$ cat src/rtl/cp0_unit.sv
// cp0_unit: coprocessor-0 register file holding SR, Cause, EPC and PRId.
// Raises a single exception/interrupt request in M stage, records the
// victim state on the request edge, and supplies the eret return address.
module cp0_unit #(
  parameter logic [31:0] PRID = 32'h4B46_0001
) (
  input  logic        clk,
  input  logic        reset,
  input  logic        en,
  input  logic [4:0]  addr,
  input  logic [31:0] din,
  output logic [31:0] dout,
  input  logic [31:0] vpc,
  input  logic        bd_in,
  input  logic [4:0]  exc_code_in,
  input  logic [5:0]  hw_int,
  input  logic        eret,
  output logic        req,
  output logic [31:0] epc_out
);

  localparam logic [4:0] A_SR    = 5'd12;
  localparam logic [4:0] A_CAUSE = 5'd13;
  localparam logic [4:0] A_EPC   = 5'd14;
  localparam logic [4:0] A_PRID  = 5'd15;

  // SR fields
  logic [5:0]  im_q, im_d;
  logic        exl_q, exl_d;
  logic        ie_q, ie_d;
  // Cause fields
  logic        bd_q, bd_d;
  logic [5:0]  ip_q, ip_d;
  logic [4:0]  exc_q, exc_d;
  // EPC
  logic [31:0] epc_q, epc_d;

  logic        int_req, exc_req;
  logic [31:0] vpc_al, epc_tgt;

  // Request decode; interrupts use live hw_int lines, and EXL blocks nesting.
  always_comb begin
    int_req = (|(hw_int & im_q)) & ie_q & ~exl_q;
    exc_req = (exc_code_in != 5'd0) & ~exl_q;
    req     = int_req | exc_req;
    vpc_al  = vpc & 32'hFFFF_FFFC;
    epc_tgt = bd_in ? (vpc_al - 32'd4) : vpc_al;
  end

  // Next-state: request beats mtc0; eret clears EXL only when no request.
  always_comb begin
    im_d  = im_q;
    exl_d = exl_q;
    ie_d  = ie_q;
    bd_d  = bd_q;
    ip_d  = hw_int;
    exc_d = exc_q;
    epc_d = epc_q;
    if (req) begin
      exl_d = 1'b1;
      bd_d  = bd_in;
      exc_d = int_req ? 5'd0 : exc_code_in;
      epc_d = epc_tgt;
    end else begin
      if (en) begin
        case (addr)
          A_SR: begin
            im_d  = din[15:10];
            exl_d = din[1];
            ie_d  = din[0];
          end
          A_EPC:   epc_d = din;
          default: ;
        endcase
      end
      if (eret) exl_d = 1'b0;
    end
  end

  // State register with synchronous reset overriding everything.
  always_ff @(posedge clk) begin
    if (reset) begin
      im_q  <= '0;
      exl_q <= 1'b0;
      ie_q  <= 1'b0;
      bd_q  <= 1'b0;
      ip_q  <= '0;
      exc_q <= '0;
      epc_q <= '0;
    end else begin
      im_q  <= im_d;
      exl_q <= exl_d;
      ie_q  <= ie_d;
      bd_q  <= bd_d;
      ip_q  <= ip_d;
      exc_q <= exc_d;
      epc_q <= epc_d;
    end
  end

  // mfc0 read mux and eret target with same-cycle mtc0 EPC forwarding.
  always_comb begin
    case (addr)
      A_SR:    dout = {16'd0, im_q, 8'd0, exl_q, ie_q};
      A_CAUSE: dout = {bd_q, 15'd0, ip_q, 3'd0, exc_q, 2'd0};
      A_EPC:   dout = epc_q;
      A_PRID:  dout = PRID;
      default: dout = 32'd0;
    endcase
    epc_out = (en && addr == A_EPC) ? din : epc_q;
  end

endmodule

$ cat config.mk
export PLATFORM = sky130hd
export DESIGN_NAME = cp0_unit
export DESIGN_NICKNAME = d
export VERILOG_FILES = /design/src/rtl/cp0_unit.sv
export SDC_FILE = /design/constraint.sdc
export NUM_CORES = 1
export LEC_CHECK = 0
export BUFFER_PORTS_ARGS = -buffer_cell sky130_fd_sc_hd__buf_2
export CAP_MARGIN = 20
export CORE_ASPECT_RATIO = 0.9
export CORE_MARGIN = 10
export CORE_UTILIZATION = 51
export CTS_CLUSTER_DIAMETER = 120
export CTS_CLUSTER_SIZE = 24
export DETAILED_ROUTE_END_ITERATION = 16
export GPL_ROUTABILITY_DRIVEN = 1
export PLACE_DENSITY = 0.86
export SKIP_LAST_GASP = 1
export SLEW_MARGIN = 5
export SYNTH_ARGS = -nofsm -noshare
export SYNTH_HDL_FRONTEND = slang
export SYNTH_SLANG_ARGS = --single-unit
$ cat constraint.sdc
create_clock -name clk -period 2.77 [get_ports clk]
set_input_delay 0.1385 -clock clk [delete_from_list [all_inputs] [get_ports clk]]
set_output_delay 0.1385 -clock clk [all_outputs]
set_load 0.02 [all_outputs]
==> results of run 1 <==
final timing paths:
check | start | to | slack, ns | cells past startpoint
setup / recovery | im_q[3] | req | 0.36 | 5
hold / removal | hw_int[4] | ip_q[4] | 0.06 | 2
setup reg to reg | im_q[3] | epc_q[3] | 0.59 | 6
hold reg to reg | exc_q[1] | exc_q[1] | 0.47 | 2
stage by stage:
step                      hold WS (ns)  power [W]
after floorplan                  0.267    0.00112
after global placement           0.364    0.00128
after detailed placement         0.373    0.00129
after CTS                       0.0526    0.00174
after global routing            0.0671    0.00181
final                           0.0565    0.00172
sequential cells by signal, indices dropped and copies added (netlist names):
signal and flops:
exl_q 1, im_q 6, exc_q 5, ip_q 6
ie_q 1, epc_q 32, bd_q 1
metal layers:
metal | up-vias | routed length, µm | track usage
met3 | 6 | 687 | 0.0573
li1 | 1637 | - | -
met1 | 1506 | 4550 | 0.236
met5 | - | 0 | 0
met2 | 130 | 4930 | 0.338
met4 | 0 | 68 | 0.0405
cells by family after synthesis:
logic type,count (synthesis),share of synthesized area
compound gates,60,0.130
flops,52,0.321
simple gates,167,0.269
xor+xnor,27,0.0729
buf+inv,32,0.0459
mux,47,0.157
fa+ha+maj,1,0.00385
synth_stat cells, types with 2 or more instances:
master	count
a311oi_1	2
nor4_2	2
o31ai_1	2
nor2b_1	8
xor2_1	5
nand2_1	13
nand3b_1	2
mux2_2	26
nand3_1	6
nand4_1	3
buf_2	13
a22o_1	3
inv_1	3
nor3b_1	2
and3b_1	3
nor2_1	76
and2_1	12
a22oi_1	6
nor4_1	6
xnor2_1	22
a211oi_1	26
o21ai_0	4
a21oi_1	13
nor3_1	15
mux2_1	6
or4_1	5
buf_4	3
mux2i_1	15
clkbuf_1	10
dfxtp_1	52
or3_1	4
power groups by stage:
| stage | clock, W | sequential, W | combinational, W |
|---|---|---|---|
| 4_1_cts | 0.000457 | 0.000828 | 0.000450 |
| 3_5_place_dp | 0 | 0.000845 | 0.000448 |
| 5_1_grt | 0.000490 | 0.000834 | 0.000490 |
| 2_1_floorplan | 0 | 0.000835 | 0.000282 |
| 6_report | 0.000446 | 0.000828 | 0.000447 |
| 3_3_place_gp | 0 | 0.000842 | 0.000436 |
cell type report:
type,instances,area share
Multi-Input combinational cell,302,0.504
Inverter,4,0.00368
Tap cell,87,0.0267
Clock inverter,2,0.00399
Sequential cell,52,0.255
Clock buffer,6,0.0178
Timing Repair Buffer,151,0.188
==> results.md, run 1 <==
* Outcome: complete, no violations
* CP Data Required Time at 2.63 ns
* Cells after synthesis at 386
* Placed Area at 0.00399 mm²
* Finished Layout Cells at about 600
* Most frequent cells in the layout: buf_2 (147), nor2_1 (76), dfxtp_1 (52)
* Tcrit/Tclk final at 0.870
* Max Buffers Root-to-Sink at 2
* First-pass GRT wire length at around 16000 µm
* Setup ws final at 0.360 ns
* Antenna violations before repair at 0
* Port Buffers at around 150
* Routability cong. at ~0.9
* Asr flop ratio synth at 0
* Fmax at about 420 MHz
* Die extent in x at between 100 and 150 µm
* Num CTS Buffers at 5
* GR Util All Layers at 0.195
* Cts hold-fix bufs at 0
* CP max FO at 63
* Fill count at 550
* Vias in the first global route at roughly 3300
* CP endpoint kind: output port
* Die Area at 0.00996 mm²
* TritonCTS clock tree: done
* Critical setup path kind: reg -> out
* DRT antenna net count at 0
* Most common cell after layout, fill and taps aside: buf_2
* Fin area at about 0.0041 mm²
* Vias per cell at roughly 5.4
* Clock skew at ~0.0048 ns
* Top-area cell type share of the netlist area at 0.321
* CTS sink count at 52
* Post-synthesis register bit count at between 50 and 60
* Yosys warnings at 0
* Clock transition at path regs at ~0.10 ns
* Setup violators final at 0
* Starting Density at 0.528
* Yosys top cell by area: dfxtp_1
* Syn_nets at 472
* Placed cell count at 596
* Maximum vdd drop at 223 µV
* EDFF count, synth at 0
* Overflow after GRT at 0
* P per Cell Area at ~420 mW/mm²
* Logic pwr share at 0.260
* Worst slack, placed at between 0.5 and 0.6 ns
* P&R area growth vs syn at 25.6%
* Worst skew pair latency at 0.30 ns
* Sw frac at 0.324
* Number of diodes at 0
* Initial DRC Count at between 100 and 150
* Final hold violation count at 0
* Ports at 150
* Period minus WS final at 2.41 ns
* Finished Core Util at 0.663
* Core area at 0.00615 mm²
* Leakage at 1.78 nW
* WP buf/inv at 2
* Wire per inst at 16.9 µm
* Post-DP HPWL at 8090 µm
* CP Launch Type: register
* MaxCap Viol Count at 0
* Register area share after synthesis at 0.321
* Slowest cell on the critical path: inv_2
* Seq pwr share at 0.481
* Clock network fraction of total power at 0.259
* Post-CTS setup repair buffer count at 0
* Final Max Slew Viols at 0
* Synth area leaders: dfxtp_1 (32%), mux2_2 (9.0%), nor2_1 (8.8%), a211oi_1 (6.0%), xnor2_1 (5.9%)
* Pin count of the biggest net entering global routing at 64
* Slew HR at 0.345
* Area occupied by multi-input gates at ~0.0021 mm²
* HP Class: in -> reg
* H-tree depth at 2
* Crit-path max cell delay at 0.70 ns
* CP delay by family, top: buffers and inverters
* FF/Latch Area at ~0.0010 mm²
* Total iterations of the first detailed-routing run at 4
* Top FF cell, synth: dfxtp_1
* Routed wire length at 10200 µm
* Unique masters post-synth at a little under 50
* DR vias at between 3000 and 4000
* RSZ-0062 raised after global routing: no
* FP Rows at 27
* Die height at ~96 µm
* DRC Markers at 0
* Layout cells sized above 1 at 0.381
* Least-Margin Pin Slew at 0.982 ns
* Int Pwr at between 0.001 and 0.0015 W
* Clock root buffer: clkbuf_8
* Mapped Area at approximately 0.0032 mm²
* Arrival time worst endpoint at between 2 and 2.5 ns
* Critical path cell sequence: a22o_1 > o311ai_0 > and2_1 > inv_2 > buf_2
* Switching power of the nets at roughly 0.00056 W
* Setup TNS at 0 ns
* Syn Area/Cell at 8.41 µm²
* Post-CTS sizing at 0
* Nets@finish at between 600 and 700
Note: power is estimated with default switching activity, not from simulation.
==> run 2: changes to the inputs <==
--- a/config.mk
+++ b/config.mk
@@ -9,12 +9,13 @@
 export CAP_MARGIN = 20
 export CORE_ASPECT_RATIO = 0.9
 export CORE_MARGIN = 10
-export CORE_UTILIZATION = 51
+export CORE_UTILIZATION = 52
+export CTS_BUF_LIST = sky130_fd_sc_hd__clkbuf_8
 export CTS_CLUSTER_DIAMETER = 120
 export CTS_CLUSTER_SIZE = 24
 export DETAILED_ROUTE_END_ITERATION = 16
 export GPL_ROUTABILITY_DRIVEN = 1
-export PLACE_DENSITY = 0.86
+export PLACE_DENSITY = 0.88
 export SKIP_LAST_GASP = 1
 export SLEW_MARGIN = 5
 export SYNTH_ARGS = -nofsm -noshare
==> results.md, run 2 (synthesis results as in run 1) <==
* Ports at 150
* Core area at approximately 0.006 mm²
* Post-DP HPWL at 8200 µm
* Die extent in x at 103 µm
* WHS at around 0.065 ns
* Number of diodes at 0
* P&R area growth vs syn at 26.1%
* H-tree depth at 2
* Max reg flops at 32
* Fmax at approximately 470 MHz
* CP max FO at 32
* Wire per inst at 17.2 µm
* Hold Startpoint: hw_int[3]
* Setup violators final at 0
* CP endpoint kind: output port
* Area occupied by multi-input gates at a little over 0.002 mm²
* Initial DRC Count at 109
* Maximum vdd drop at a little under 200 µV
* Worst slack, placed at about 0.62 ns
* Layout cells sized above 1 at 0.385
* Largest regs: epc_q (32), im_q (6), ip_q (6)
* Cts hold-fix bufs at 0
* Tcrit/Tclk final at 0.765
* P per Cell Area at 439 mW/mm²
* Clock transition at path regs at about 0.10 ns
* Crit. Startpoint: addr[1]
* FP Rows at 27
* Starting Density at 0.534
* Critical setup path kind: in -> out
* Nets@finish at ~600
* Total power at 0.00180 W
* DRT antenna net count at 0
* First-pass GRT wire length at ~16000 µm
* Arrival time worst endpoint at between 1.5 and 2 ns
* Die Area at roughly 0.0098 mm²
* Worst r2r src: im_q[0]
* CTS sink count at between 50 and 60
* Leakage at about 1.8 nW
* HP Class: in -> reg
* CP Launch Type: input port
* Total iterations of the first detailed-routing run at 4
* DRC Markers at 0
* Die height at ~95 µm
* Vias per cell at ~5.5
* Most frequent cells in the layout: buf_2 (147), nor2_1 (76), dfxtp_1 (52)
* Vias in the first global route at around 3500
* Worst skew pair latency at roughly 0.29 ns
* Port Buffers at between 100 and 150
* Final Max Slew Viols at 0
* Setup TNS at 0 ns
* Least-Margin Pin Slew at between 0.9 and 1 ns
* GR Util All Layers at 0.204
* Period minus WS final at roughly 2.1 ns
* TritonCTS clock tree: done
* Routed wire length at 10200 µm
* Post-CTS setup repair buffer count at 0
* Post-CTS sizing at 0
* Routability cong. at roughly 0.89
* Fill count at approximately 540
* Reg with most FFs: epc_q
* Max Buffers Root-to-Sink at 2
* Num CTS Buffers at 5
* Clock skew at 0.0100 ns
* Most common cell after layout, fill and taps aside: buf_2
* Antenna violations before repair at 0
* Clock root buffer: clkbuf_8
* DR vias at about 3300
* Overflow after GRT at 0
* FF/Latch Area at 0.00104 mm²
* Outcome: complete, no violations
* Slew HR at 0.373
* Final hold violation count at 0
* Pin count of the biggest net entering global routing at 53
* MaxCap Viol Count at 0
* CP Data Required Time at approximately 2.6 ns
* RSZ-0062 raised after global routing: no
* Setup ws final at between 0.6 and 0.7 ns
run 2: worst max-delay path, cell delays in order:
cell	delay (ns)
buf_2	0.26
nor2b_2	0.38
and3_1	0.21
buf_4	0.40
mux2_2	0.41
buf_2	0.17
run 2: stage by stage:
stage	utilization	cells	instance area (µm²)
2_1_floorplan	-	386	3250
3_3_place_gp	0.655	583	3980
3_5_place_dp	0.655	583	3980
4_1_cts	0.673	591	4090
5_1_grt	0.673	591	4090
6_report	0.673	591	4090
run 2: metal layers:
| metal | share of wire | track usage | up-vias |
|---|---|---|---|
| met5 | 0 | 0 | - |
| met4 | 0.0049 | 0.0440 | 0 |
| met3 | 0.090 | 0.0650 | 4 |
| met2 | 0.49 | 0.359 | 128 |
| met1 | 0.42 | 0.234 | 1506 |
| li1 | - | - | 1633 |
run 2: area by class of cell:
| type | instances | area share |
|---|---|---|
| sequential | 52 | 0.254 |
| tap | 72 | 0.0220 |
| multi-input combinational | 302 | 0.502 |
| inverter | 4 | 0.00367 |
| clock buffer | 5 | 0.0168 |
| clock inverter | 3 | 0.0104 |
| timing repair buffer | 153 | 0.191 |
run 2: path summary, 6_finish.rpt:
kind / to / slack, ns / cells past startpoint
setup / recovery: epc_out[0] / 0.65 / 6
hold / removal: ip_q[3] / 0.07 / 2
setup reg to reg: epc_q[8] / 0.81 / 7
hold reg to reg: exc_q[0] / 0.46 / 2
run 2: report_power, final:
group          internal (W)  switching [W]
logic              0.000185       0.000264
registers          0.000801      0.0000269
clock network      0.000268       0.000254
==> run 3: changes to the inputs <==
--- a/config.mk
+++ b/config.mk
@@ -9,13 +9,13 @@
 export CAP_MARGIN = 20
 export CORE_ASPECT_RATIO = 0.9
 export CORE_MARGIN = 10
-export CORE_UTILIZATION = 52
+export CORE_UTILIZATION = 44
 export CTS_BUF_LIST = sky130_fd_sc_hd__clkbuf_8
 export CTS_CLUSTER_DIAMETER = 120
 export CTS_CLUSTER_SIZE = 24
 export DETAILED_ROUTE_END_ITERATION = 16
 export GPL_ROUTABILITY_DRIVEN = 1
-export PLACE_DENSITY = 0.88
+export PLACE_DENSITY = 0.79
 export SKIP_LAST_GASP = 1
 export SLEW_MARGIN = 5
 export SYNTH_ARGS = -nofsm -noshare
==> constraint.sdc (replaced) <==
create_clock -name clk -period 1.83 [get_ports clk]
set_input_delay 0.0915 -clock clk [delete_from_list [all_inputs] [get_ports clk]]
set_output_delay 0.0915 -clock clk [all_outputs]
set_load 0.02 [all_outputs]
==> results.md, run 3 (synthesis results as in run 1) <==
* TritonCTS clock tree: done
* Finished Core Util at 0.624
* Vias in the first global route at roughly 3500
* Post-DP HPWL at around 8600 µm
* Die height at between 100 and 150 µm
* Setup ws final at -0.00214 ns
* Fmax at about 550 MHz
* Core area at approximately 0.0071 mm²
* WHS Path Cells at 2
* Most common cell after layout, fill and taps aside: buf_2
* Total iterations of the first detailed-routing run at 4
* Clock transition at path regs at around 0.090 ns
* CP Data Required Time at between 1.5 and 2 ns
* Violated checks: negative setup slack
* Most frequent cells in the layout: buf_2 (146), nor2_1 (76), dfxtp_1 (50)
* Setup violators final at 1
* Leakage at between 1.5 and 2 nW
* Initial DRC Count at a little under 200
* Setup TNS at -0.00214 ns
* Routed wire length at roughly 11000 µm
* Starting Density at 0.456
* Final Max Slew Viols at 0
* Number of diodes at 0
* Die Area at around 0.011 mm²
* Ports at 150
* CP Launch Type: register
* Arrival time worst endpoint at 1.74 ns
* Critical setup path kind: reg -> out
* Pin count of the biggest net entering global routing at 41
* Clock skew at between 0.01 and 0.015 ns
* Vias per cell at 5.49
* First-pass GRT wire length at around 17000 µm
* H-tree depth at 2
* CP endpoint kind: output port
* Overflow after GRT at 0
* Period minus WS final at around 1.8 ns
* Final hold violation count at 0
* Antenna violations before repair at 0
* P per Cell Area at about 640 mW/mm²
* GRT busiest layer: met2
* Met3 GRT Util at 0.0455
* Clock root buffer: clkbuf_8
* Slew HR at 0.660
* P&R area growth vs syn at 36.8%
* RSZ-0062 raised after global routing: yes
* Least-Margin Pin Slew at between 0.5 and 0.6 ns
* Max Buffers Root-to-Sink at 2
* DRC Markers at 0
* Outcome: finished with violations
* Reg2Reg Depth at 7
* CP max FO at 3
* Met2 usage at 0.318
* Worst skew pair latency at approximately 0.31 ns
* Die extent in x at between 100 and 150 µm
* MaxCap Viol Count at 0
* Max reg flops at 32
* FP Rows at 29
* DRT antenna net count at 0
* Cts hold-fix bufs at 0
* Largest regs: epc_q (32), im_q (6), ip_q (6)
* Reg with most FFs: epc_q
* Routability cong. at just under 0.9
* Tcrit/Tclk final at 1.00
* Port Buffers at 147
* CTS sink count at 52
* Maximum vdd drop at 333 µV
* Layout cells sized above 1 at 0.426
* DR vias at 3502
* Met1 GRT Util at 0.227
* Nets@finish at 630
* HP Class: in -> reg
* Num CTS Buffers at 5
* GR Util All Layers at 0.185
* Wire per inst at approximately 17 µm
run 3: cell types whose count changed in the layout (fill, tap and decap cells not counted), moves of 2 or more:
cell / delta
buf_12: +5
buf_4: +19
buf_6: +2
dfxtp_1: -2
dfxtp_2: +2
run 3: path summary, 6_finish.rpt:
path / from / end / slack (ns)
setup / recovery: im_q[5] / req / -0.002
hold / removal: hw_int[3] / ip_q[3] / 0.009
setup reg to reg: im_q[5] / im_q[0] / -0.002
hold reg to reg: exc_q[4] / exc_q[4] / 0.47
run 3: through the flow:
| step | power, W | setup slack, ns | cells | hold WS, ns | cell area, µm² |
|---|---|---|---|---|---|
| after floorplan | 0.00169 | 0.111 | 386 | 0.220 | 3250 |
| after detailed placement | 0.00199 | 0.0624 | 623 | 0.323 | 4220 |
| after global routing | 0.00299 | -0.0446 | 638 | 0.00605 | 4440 |
| final | 0.00286 | -0.00214 | 638 | 0.00870 | 4440 |
| after CTS | 0.00286 | 0.0228 | 636 | 0.00149 | 4420 |
| after global placement | 0.00197 | 0.119 | 623 | 0.318 | 4220 |
run 3: final cells by class:
cell class                 instances  area, µm²
clock buffer                       6       82.6
clock inverter                     2       38.8
fill                             635       2670
inverter                           4       17.5
multi-input combinational        302       2070
sequential                        52       1040
tap                               93        116
timing repair buffer             179       1070
run 3: worst max-delay path, stage by stage (launching register included):
cell and delay [ns]:
dfxtp_1 0.34, a22o_1 0.24, o311ai_2 0.34, and2_4 0.22
inv_4 0.05, buf_12 0.12, buf_6 0.12
run 3: timing repair:
item                                    in CTS  in global routing
endpoints found under the hold margin        0                  0
setup buffers                                4                  2
resized for setup                            7                  3
endpoints found under the setup margin       1                 16
cloned                                       1                  0
pin swaps                                    3                  3
run 3: layer usage:
metal	up-vias	routed length, µm
li1	1700	-
met1	1624	4800
met2	164	5250
met3	14	827
met4	0	156
met5	-	0
run 3: power breakdown:
| group | leakage (nW) | total, W | switching (W) | internal, W |
|---|---|---|---|---|
| logic | 1.49 | 0.000749 | 0.000418 | 0.000331 |
| registers | 0.432 | 0.00125 | 0.0000407 | 0.00121 |
| clock network | 0.0614 | 0.000855 | 0.000407 | 0.000448 |
| total | 1.98 | 0.00286 | 0.000865 | 0.00199 |
